===== config.mk =====
export PLATFORM = sky130hd
export DESIGN_NAME = i2s_rx
export DESIGN_NICKNAME = d
export VERILOG_FILES = /design/src/rtl/i2s_pkg.sv /design/src/rtl/i2s_rx_sync.sv /design/src/rtl/i2s_rx.sv
export SDC_FILE = /design/constraint.sdc
export NUM_CORES = 1
export LEC_CHECK = 0
export CORE_MARGIN = 3
export CORE_UTILIZATION = 45
export CTS_CLUSTER_DIAMETER = 30
export CTS_CLUSTER_SIZE = 14
export DETAILED_ROUTE_END_ITERATION = 12
export MAX_ROUTING_LAYER = met4
export PLACE_DENSITY = 0.66
export SLEW_MARGIN = 0
export SYNTH_ARGS = -nofsm -noshare
export SYNTH_HDL_FRONTEND = slang
export SYNTH_HIERARCHICAL = 1
export SYNTH_SLANG_ARGS = --single-unit

===== constraint.sdc =====
create_clock -name clk -period 2.3 [get_ports clk]
set_input_delay 0.46 -clock clk [delete_from_list [all_inputs] [get_ports clk]]
set_output_delay 0.46 -clock clk [all_outputs]
set_load 0.1 [all_outputs]

===== src/rtl/i2s_pkg.sv =====
// Shared types and helpers for the I2S receiver: FSM states, defaults, short-word alignment.
// Purely combinational definitions; no latency, no backpressure.
package i2s_pkg;

    localparam int DEF_DATA_W  = 16;
    localparam int DEF_TIMEOUT = 1024;
    localparam logic [5:0] K_MAX = 6'd63;

    typedef enum logic [1:0] {
        ST_SYNC  = 2'd0,
        ST_LEFT  = 2'd1,
        ST_RIGHT = 2'd2
    } state_e;

    // Left shift that moves a short slot's bits up to the MSB end of the word.
    function automatic logic [6:0] pad_bits(input logic [6:0] data_w, input logic [6:0] slot_len);
        return data_w - slot_len;
    endfunction

endpackage


===== src/rtl/i2s_rx_sync.sv =====
// Synchronizes bck/lrck/data into clk and flags each BCK rising edge, with ws/data aligned to it.
// Latency SYNC_STAGES+1 clk from pin to rise_o; no backpressure (free-running).
module i2s_rx_sync #(
    parameter int SYNC_STAGES = 2
) (
    input  logic clk,
    input  logic resetn,
    input  logic bck_i,
    input  logic lrck_i,
    input  logic data_i,
    output logic rise_o,
    output logic ws_o,
    output logic data_o
);

    logic [SYNC_STAGES-1:0] bck_sync_q;
    logic [SYNC_STAGES-1:0] ws_sync_q;
    logic [SYNC_STAGES-1:0] dat_sync_q;
    logic                   bck_dly_q;
    logic                   rise_q;
    logic                   ws_q;
    logic                   data_q;

    // Outputs are registered so ws/data stay paired with the rise pulse they were sampled with.
    always_ff @(posedge clk) begin
        if (!resetn) begin
            bck_sync_q <= '0;
            ws_sync_q  <= '0;
            dat_sync_q <= '0;
            bck_dly_q  <= 1'b0;
            rise_q     <= 1'b0;
            ws_q       <= 1'b0;
            data_q     <= 1'b0;
        end else begin
            bck_sync_q <= {bck_sync_q[SYNC_STAGES-2:0], bck_i};
            ws_sync_q  <= {ws_sync_q[SYNC_STAGES-2:0], lrck_i};
            dat_sync_q <= {dat_sync_q[SYNC_STAGES-2:0], data_i};
            bck_dly_q  <= bck_sync_q[SYNC_STAGES-1];
            rise_q     <= bck_sync_q[SYNC_STAGES-1] & ~bck_dly_q;
            ws_q       <= ws_sync_q[SYNC_STAGES-1];
            data_q     <= dat_sync_q[SYNC_STAGES-1];
        end
    end

    assign rise_o = rise_q;
    assign ws_o   = ws_q;
    assign data_o = data_q;

endmodule


===== src/rtl/i2s_rx.sv =====
// I2S receiver: recovers left/right slots and presents stereo pairs on a valid/ready holding register.
// sample_valid rises SYNC_STAGES+2 clk after the closing BCK edge; a full register drops new pairs and flags overrun.
module i2s_rx
    import i2s_pkg::*;
#(
    parameter int   DATA_W      = DEF_DATA_W,
    parameter logic LEFT_WS     = 1'b0,
    parameter int   TIMEOUT     = DEF_TIMEOUT,
    parameter int   SYNC_STAGES = 2
) (
    input  logic              clk,
    input  logic              resetn,
    input  logic              i2s_bck,
    input  logic              i2s_lrck,
    input  logic              i2s_data,
    output logic [DATA_W-1:0] sample_l,
    output logic [DATA_W-1:0] sample_r,
    output logic              sample_valid,
    input  logic              sample_ready,
    output logic              locked,
    output logic              overrun,
    output logic              short_slot,
    input  logic              err_clr
);

    localparam int              TO_W   = $clog2(TIMEOUT + 1);
    localparam logic [TO_W-1:0] TO_MAX = TO_W'(TIMEOUT);

    logic rise;
    logic ws_s;
    logic data_s;

    i2s_rx_sync #(
        .SYNC_STAGES (SYNC_STAGES)
    ) u_sync (
        .clk    (clk),
        .resetn (resetn),
        .bck_i  (i2s_bck),
        .lrck_i (i2s_lrck),
        .data_i (i2s_data),
        .rise_o (rise),
        .ws_o   (ws_s),
        .data_o (data_s)
    );

    state_e            state_q, state_d;
    logic              ws_prev_q, ws_prev_d;
    logic [5:0]        k_q, k_d;
    logic [DATA_W-1:0] shreg_q, shreg_d;
    logic [DATA_W-1:0] left_hold_q, left_hold_d;
    logic [DATA_W-1:0] sample_l_q, sample_l_d;
    logic [DATA_W-1:0] sample_r_q, sample_r_d;
    logic              valid_q, valid_d;
    logic              locked_q, locked_d;
    logic              overrun_q, overrun_d;
    logic              short_q, short_d;
    logic [TO_W-1:0]   to_cnt_q, to_cnt_d;

    logic              ws_chg;
    logic              timeout;
    logic              in_word;
    logic [DATA_W-1:0] shreg_sh;
    logic [6:0]        slot_len;
    logic              is_short;
    logic [DATA_W-1:0] word;
    logic              lock_set;
    logic              left_latch;
    logic              pair_close;
    logic              load_pair;
    logic              short_set;

    // The bit sampled on a WS change still belongs to the slot being closed.
    always_comb begin
        ws_chg   = rise && (ws_s != ws_prev_q);
        timeout  = (to_cnt_q == TO_MAX) && !rise;
        in_word  = ({1'b0, k_q} < 7'(DATA_W));
        shreg_sh = in_word ? {shreg_q[DATA_W-2:0], data_s} : shreg_q;
        slot_len = {1'b0, k_q} + 7'd1;
        is_short = slot_len < 7'(DATA_W);
        word     = is_short ? (shreg_sh << pad_bits(7'(DATA_W), slot_len)) : shreg_sh;
    end

    always_ff @(posedge clk) begin
        if (!resetn) begin
            state_q <= ST_SYNC;
        end else begin
            state_q <= state_d;
        end
    end

    always_comb begin
        state_d = state_q;
        if (timeout) begin
            state_d = ST_SYNC;
        end else if (ws_chg) begin
            case (state_q)
                ST_SYNC:  state_d = (ws_s == LEFT_WS) ? ST_LEFT : ST_SYNC;
                ST_LEFT:  state_d = ST_RIGHT;
                ST_RIGHT: state_d = ST_LEFT;
                default:  state_d = ST_SYNC;
            endcase
        end
    end

    always_comb begin
        lock_set   = 1'b0;
        left_latch = 1'b0;
        pair_close = 1'b0;
        if (!timeout && ws_chg) begin
            case (state_q)
                ST_SYNC:  lock_set   = (ws_s == LEFT_WS);
                ST_LEFT:  left_latch = 1'b1;
                ST_RIGHT: pair_close = 1'b1;
                default:  lock_set   = 1'b0;
            endcase
        end
    end

    // Partial slots seen while hunting for alignment are not reported as short.
    always_comb begin
        load_pair = pair_close && (!valid_q || sample_ready);
        short_set = ws_chg && is_short && !timeout && (state_q != ST_SYNC);

        ws_prev_d   = rise ? ws_s : ws_prev_q;
        k_d         = k_q;
        shreg_d     = shreg_q;
        left_hold_d = left_hold_q;
        if (timeout) begin
            k_d         = '0;
            shreg_d     = '0;
            left_hold_d = '0;
        end else if (rise) begin
            if (ws_chg) begin
                k_d     = '0;
                shreg_d = '0;
            end else begin
                k_d     = (k_q == K_MAX) ? K_MAX : k_q + 6'd1;
                shreg_d = shreg_sh;
            end
            if (left_latch) begin
                left_hold_d = word;
            end
        end

        sample_l_d = load_pair ? left_hold_q : sample_l_q;
        sample_r_d = load_pair ? word : sample_r_q;
        if (load_pair) begin
            valid_d = 1'b1;
        end else if (valid_q && sample_ready) begin
            valid_d = 1'b0;
        end else begin
            valid_d = valid_q;
        end

        locked_d  = timeout ? 1'b0 : (lock_set ? 1'b1 : locked_q);
        overrun_d = err_clr ? 1'b0 : ((pair_close && !load_pair) ? 1'b1 : overrun_q);
        short_d   = err_clr ? 1'b0 : (short_set ? 1'b1 : short_q);

        if (rise) begin
            to_cnt_d = '0;
        end else if (to_cnt_q == TO_MAX) begin
            to_cnt_d = to_cnt_q;
        end else begin
            to_cnt_d = to_cnt_q + TO_W'(1);
        end
    end

    always_ff @(posedge clk) begin
        if (!resetn) begin
            ws_prev_q   <= 1'b0;
            k_q         <= '0;
            shreg_q     <= '0;
            left_hold_q <= '0;
            sample_l_q  <= '0;
            sample_r_q  <= '0;
            valid_q     <= 1'b0;
            locked_q    <= 1'b0;
            overrun_q   <= 1'b0;
            short_q     <= 1'b0;
            to_cnt_q    <= '0;
        end else begin
            ws_prev_q   <= ws_prev_d;
            k_q         <= k_d;
            shreg_q     <= shreg_d;
            left_hold_q <= left_hold_d;
            sample_l_q  <= sample_l_d;
            sample_r_q  <= sample_r_d;
            valid_q     <= valid_d;
            locked_q    <= locked_d;
            overrun_q   <= overrun_d;
            short_q     <= short_d;
            to_cnt_q    <= to_cnt_d;
        end
    end

    assign sample_l     = sample_l_q;
    assign sample_r     = sample_r_q;
    assign sample_valid = valid_q;
    assign locked       = locked_q;
    assign overrun      = overrun_q;
    assign short_slot   = short_q;

endmodule


Word level (Yosys, flattened, before mapping)
Cells that the tools add are included.
- bits in registers: 98
- word-level logic and storage cells: 71
- add/subtract/negate cells: 4
- magnitude comparators: 2
- equal/unequal tests: 5
- shifts and indexed selects: 1
- muxes and demuxes: 15
- bitwise gates (word level): 4
- reductions and logical operators: 21
- operator list (cell ; count):
    $mux W16 ; 3
    $shl A16 B7 Y16 ; 1
    $mux W6 ; 2
    $add A11 B1 Y11 const B ; 1
    $eq A11 B11 Y1 const B ; 1
    $logic_and A1 B1 Y1 ; 9
    $mux W1 ; 9
    $add A6 B1 Y7 const B ; 1
    $lt A7 B5 Y1 const B ; 1
    $sub A5 B7 Y7 const A ; 1
    $add A6 B1 Y6 const B ; 1
    $eq A6 B6 Y1 const B ; 1
    $lt A6 B5 Y1 const B ; 1
    $pmux W2 S3 ; 1
    $reduce_or A2 Y1 ; 3
    $logic_not A1 Y1 ; 4
    $reduce_bool A2 Y1 ; 2
    $not A1 Y1 ; 3
    $eq A2 B1 Y1 const B ; 1
    $eq A2 B2 Y1 const B ; 1
    $logic_not A2 Y1 ; 1
    $reduce_and A2 Y1 ; 1
    $and A1 B1 Y1 ; 1
    $logic_or A1 B1 Y1 ; 1
    $ne A1 B1 Y1 ; 1

Logic depth before layout (Yosys ltp)
- depth in word-level cells: 8
- gate-level depth with buffers: 11
- depth with buffers taken out: 8

Hierarchy
The synthesis kept the hierarchy.
- by module, submodules not included (module ; instances ; cells each ; area an instance (sq um)):
    i2s_rx ; 1 ; 565 ; 4699.5
    i2s_rx_sync ; 1 ; 20 ; 276.5

Worst setup path after synthesis
OpenSTA, ideal clock, no wires.
- kind: reg2reg
- start: register k_q[0]
- end: register left_hold_q[15]
- setup time: 0.078 ns
- arrival: 2.348 ns
- slack: -0.126 ns
- stages on the path, launching flop included: 10
- buffers on the path: 2
- period minus slack after synthesis: 2.426 ns
- cell sequence: dfxtp_1 > ha_1 > buf_2 > a31oi_1 > o221ai_2 > or3b_1 > clkbuf_1 > o221a_1 > and3_1 > nor3_1
- word-level cells in the longest chain between the ends: 4
- elaborated cells between the ends (all ways): 7
- those cells by class: add/sub (2); order compare (2); shift (1); mux (2)
- RTL lines (what ; line ; source):
    from (decl) ; i2s_rx.sv:48 ; logic [5:0] k_q, k_d;
    from (signal assigned) ; i2s_rx.sv:183 ; k_q <= k_d;
    $add A6 B1 Y7 / $lt A6 B5 Y1 (equally long branches) ; i2s_rx.sv:78, i2s_rx.sv:76 ;
    $sub A5 B7 Y7 / $mux W16 (equally long branches) ; i2s_pkg.sv:17, i2s_rx.sv:77 ;
    $shl A16 B7 Y16 ; i2s_rx.sv:80 ; word = is_short ? (shreg_sh << pad_bits(7'(DATA_W), slot_len)) : shreg_sh;
    $mux W16 (*) ; i2s_rx.sv:80 ;
    to (signal assigned) ; i2s_rx.sv:185 ; left_hold_q <= left_hold_d;
    to (decl) ; i2s_rx.sv:50 ; logic [DATA_W-1:0] left_hold_q, left_hold_d;
Every way passes the cells marked *; elsewhere a longest branch is shown, timed or not.
A chain may end at the register's enable or synchronous reset.

Worst setup path after layout
- start: register k_q[5]
- end: register left_hold_q[9]
The elaborated chain is that of the path after synthesis.

==> results.md <==
* Status: finished clean
* Top_reg_cell synth: dfxtp_1
* Area of the die at 0.0124 sq mm
* Crit Reg-Reg Startpoint: k_q[5]$_SDFFE_PP0P_
* Slew Viols, Final at 0
* Core Rows at 37
* Normalized max-slew margin at 65.5%
* Fin. Hold Viols at 0
* Non-filler instance count after layout at 811
* Delay-heaviest family, CP: simple AND/OR/NAND/NOR gates
* Root Driver: clkbuf_8
* First-pass GRT wire length at 22.0 mm
* Largest area contributor in the netlist: dfxtp_1
* Initial core utilization at 47.1%
* Iter 0 DRT Violations at 342
* RSZ-0062 raised after global routing: true
* Worst min-delay path class: reg2reg
* Crit path capture type: flop
* PortBufs at 42
* Distinct cells, synth at 70
* Worst Hold Depth at 2
* Clock sinks at 98
* Tmin final at 2.26 ns
* Max capacitance violation total at 0
* Synth Net Count at 595
* Synth Area per Inst at 8.51 sq um
* Max clock buf depth at 2
* Critical Path Fanout Max at 7
* Largest net degree at the start of global routing at 43
* Mapped Cells at 585
* Synth area leaders: dfxtp_1, nor2_1, mux2i_1
* Worst Hold Launch: left_hold_q[11]$_SDFFE_PP0P_
* Clk_lat worst skew at 0.38 ns
* Sequential-to-total area share from yosys stat at 39.4%
* Fin Setup TNS at 0 ns
* Number of buffers created by CTS at 9
* Post-Route Utilization at 60.3%
* DRC viols at 0
* Ys async rst share at 0%
* Worst Setup Path Type: reg2reg
* Routability congestion estimate at 0.919
* Worst Hold Path EP: sample_l[11]$_SDFFE_PN0P_
* PwrDens at 461 mW/mm^2
* DR pass1 iterations at 5
* Highest clock rate at 0.442 GHz
* Required @ worst endpoint at 2.60 ns
* Grt total ovfl at 0
* Tcrit/Tclk final at 98.4%
* FF-to-FF setup slack at 0.04 ns
* Placed Cells at 788
* Antenna-violating nets left at 0
* Crit start category: flop
* Post-Route WL at 13.4 mm
* Worst VDD drop at 0.000421 V
* Worst-path cell chain: or2_4 -> mux2i_4 -> mux4_2 -> or3_4 -> and3_4 -> a211oi_2
* I/O pin total at 43
* Clock-pin slew on the worst setup and hold paths at 0.11 ns
* FF-to-FF path depth at 6
* Final setup violation count at 0
* CTS Hold Bufs at 0
* TritonCTS clock tree: built
* CP arrival at 2.57 ns
* Routed vias/inst at 5.62
* Number of flops mapped to enable cells by yosys at 0
* Die X at 111 um
* Least-Margin Pin Slew at 0.512 ns
* Skew final at 0.0117 ns
* HPWL after DPL at 9.64 mm
* Fin worst setup slack at 0.0359 ns
* CP peak stage delay at 0.52 ns
* Die Ht at 111 um
* Post-Syn Area at 0.00498 sq mm
* Share of post-route cells with drive strength above 1 at 31.6%
* Vias in the first global route at 4364
* DR WL/cell at 16.5 um
* Final nets at 680
* Leak at 2.31 nW
* Crit path max-delay cell type: mux4_2
* Syn-to-layout area delta at 27.9%
* H-tree levels at 3
* YS warnings at 6
* # diodes at 0
* Buffers & Inverters on Critical Path at 0
* Yosys top cell area share at 39.4%
* Place WS at -0.106 ns
* DR vias at 4560
* Core box area at 0.0106 sq mm
* Synth Register Bits at 98
* Tot GR Track Use at 22.1%
* Antenna violations before repair at 0
* Crit Reg-Reg Endpoint: left_hold_q[9]$_SDFFE_PP0P_
==> synth_stat cells, types with 4 or more instances <==
cell type / n
mux2_2: 4
xnor2_1: 5
clkbuf_1: 27
nor3_1: 9
mux2i_1: 27
nand3_1: 14
a21boi_1: 16
o21ai_1: 6
and2_2: 9
o21ai_0: 24
a211oi_1: 8
inv_1: 5
nor3b_1: 8
buf_2: 7
nand2b_1: 10
and3_1: 4
a21oi_1: 36
nor2_1: 94
xor2_1: 7
nand2_1: 61
a22oi_1: 8
mux4_2: 10
nor2b_1: 6
o22ai_1: 6
dfxtp_1: 98
a31oi_1: 7
or3_1: 5
==> final cells by class <==
| cell class | instances | area, sq um |
|---|---|---|
| Timing Repair Buffer | 114 | 927 |
| Inverter | 6 | 22.5 |
| Tap cell | 136 | 170 |
| Multi-Input combinational cell | 441 | 3090 |
| Clock buffer | 9 | 124 |
| Fill cell | 978 | 4190 |
| Sequential cell | 98 | 1970 |
| Clock inverter | 7 | 63.8 |
==> sequential cells by signal, summed over array words and instances (netlist names) <==
signal	flops
u_sync/dat_sync_q	2
state_q	2
k_q	6
u_sync/bck_sync_q	2
locked	1
left_hold_q	16
u_sync/ws_sync_q	2
sample_r	16
sample_l	16
overrun	1
sample_valid	1
u_sync/rise_o	1
u_sync/data_o	1
shreg_q	16
u_sync/ws_o	1
short_slot	1
ws_prev_q	1
u_sync/bck_dly_q	1
to_cnt_q	11
==> repair_timing <==
action	CTS	global route
resized for setup	10	57
setup endpoints to repair	18	32
pin swaps	2	29
buffers inserted	0	6
cloned	0	1
==> layer usage <==
metal	track usage, %	wire length (um)
met5	-	0
met4	8.43	306
met3	4.59	616
met2	36.4	6520
met1	26.8	5910
==> placed cells by master (no fill, tap or decap), types with 10 or more instances in the layout <==
cell / n
dfxtp_1: 93
a21oi_1: 36
nand2_1: 60
nor2_1: 92
nand3_1: 14
buf_4: 101
o21ai_0: 22
mux4_2: 10
nand2b_1: 10
a21boi_1: 17
mux2i_1: 20
==> stage by stage <==
step                      power, mW  area [sq um]  hold WS, ns
after floorplan                1.84          4990        0.426
after global placement         1.89          5810        0.429
after detailed placement       1.89          5810        0.440
after CTS                      2.96          6050        0.461
after global routing           3.05          6360        0.476
final                          2.93          6360        0.456
==> power breakdown <==
| group | switching (mW) | internal [mW] |
|---|---|---|
| combinational | 0.0831 | 0.0687 |
| sequential | 0.00779 | 1.71 |
| clock | 0.650 | 0.413 |
| total | 0.741 | 2.19 |
==> worst register-to-register path, delay by kind of cell, from the launching register on <==
kind	cells	cell delay [ns]
AOI/OAI and AO/OA	1	0.16
DFF	1	0.35
muxes	2	0.78
and+or+nand+nor	3	0.92
==> worst max path at each step <==
stage,startpoint,end,cells past startpoint
after floorplan,k_q[0]$_SDFFE_PP0P_,left_hold_q[15]$_SDFFE_PP0P_,9
after global placement,k_q[1]$_SDFFE_PP0P_,left_hold_q[15]$_SDFFE_PP0P_,9
after detailed placement,k_q[1]$_SDFFE_PP0P_,left_hold_q[10]$_SDFFE_PP0P_,8
after CTS,k_q[0]$_SDFFE_PP0P_,left_hold_q[4]$_SDFFE_PP0P_,9
after global routing,k_q[0]$_SDFFE_PP0P_,left_hold_q[4]$_SDFFE_PP0P_,8
final,k_q[5]$_SDFFE_PP0P_,left_hold_q[9]$_SDFFE_PP0P_,6
==> logic make-up (layout without fill, tap and decap cells) <==
logic type / count (synthesis) / count (layout) / synth area share [%]
multiplexers: 43 / 43 / 11.4
adder cells (fa/ha/maj): 3 / 3 / 0.754
buffers and inverters: 47 / 136 / 4.50
AO/OA/AOI/OAI: 142 / 142 / 19.1
AND/OR/NAND/NOR: 240 / 241 / 22.7
flip-flops: 98 / 98 / 39.4
XOR/XNOR: 12 / 12 / 2.11
Power figures use the tool's default switching activity.
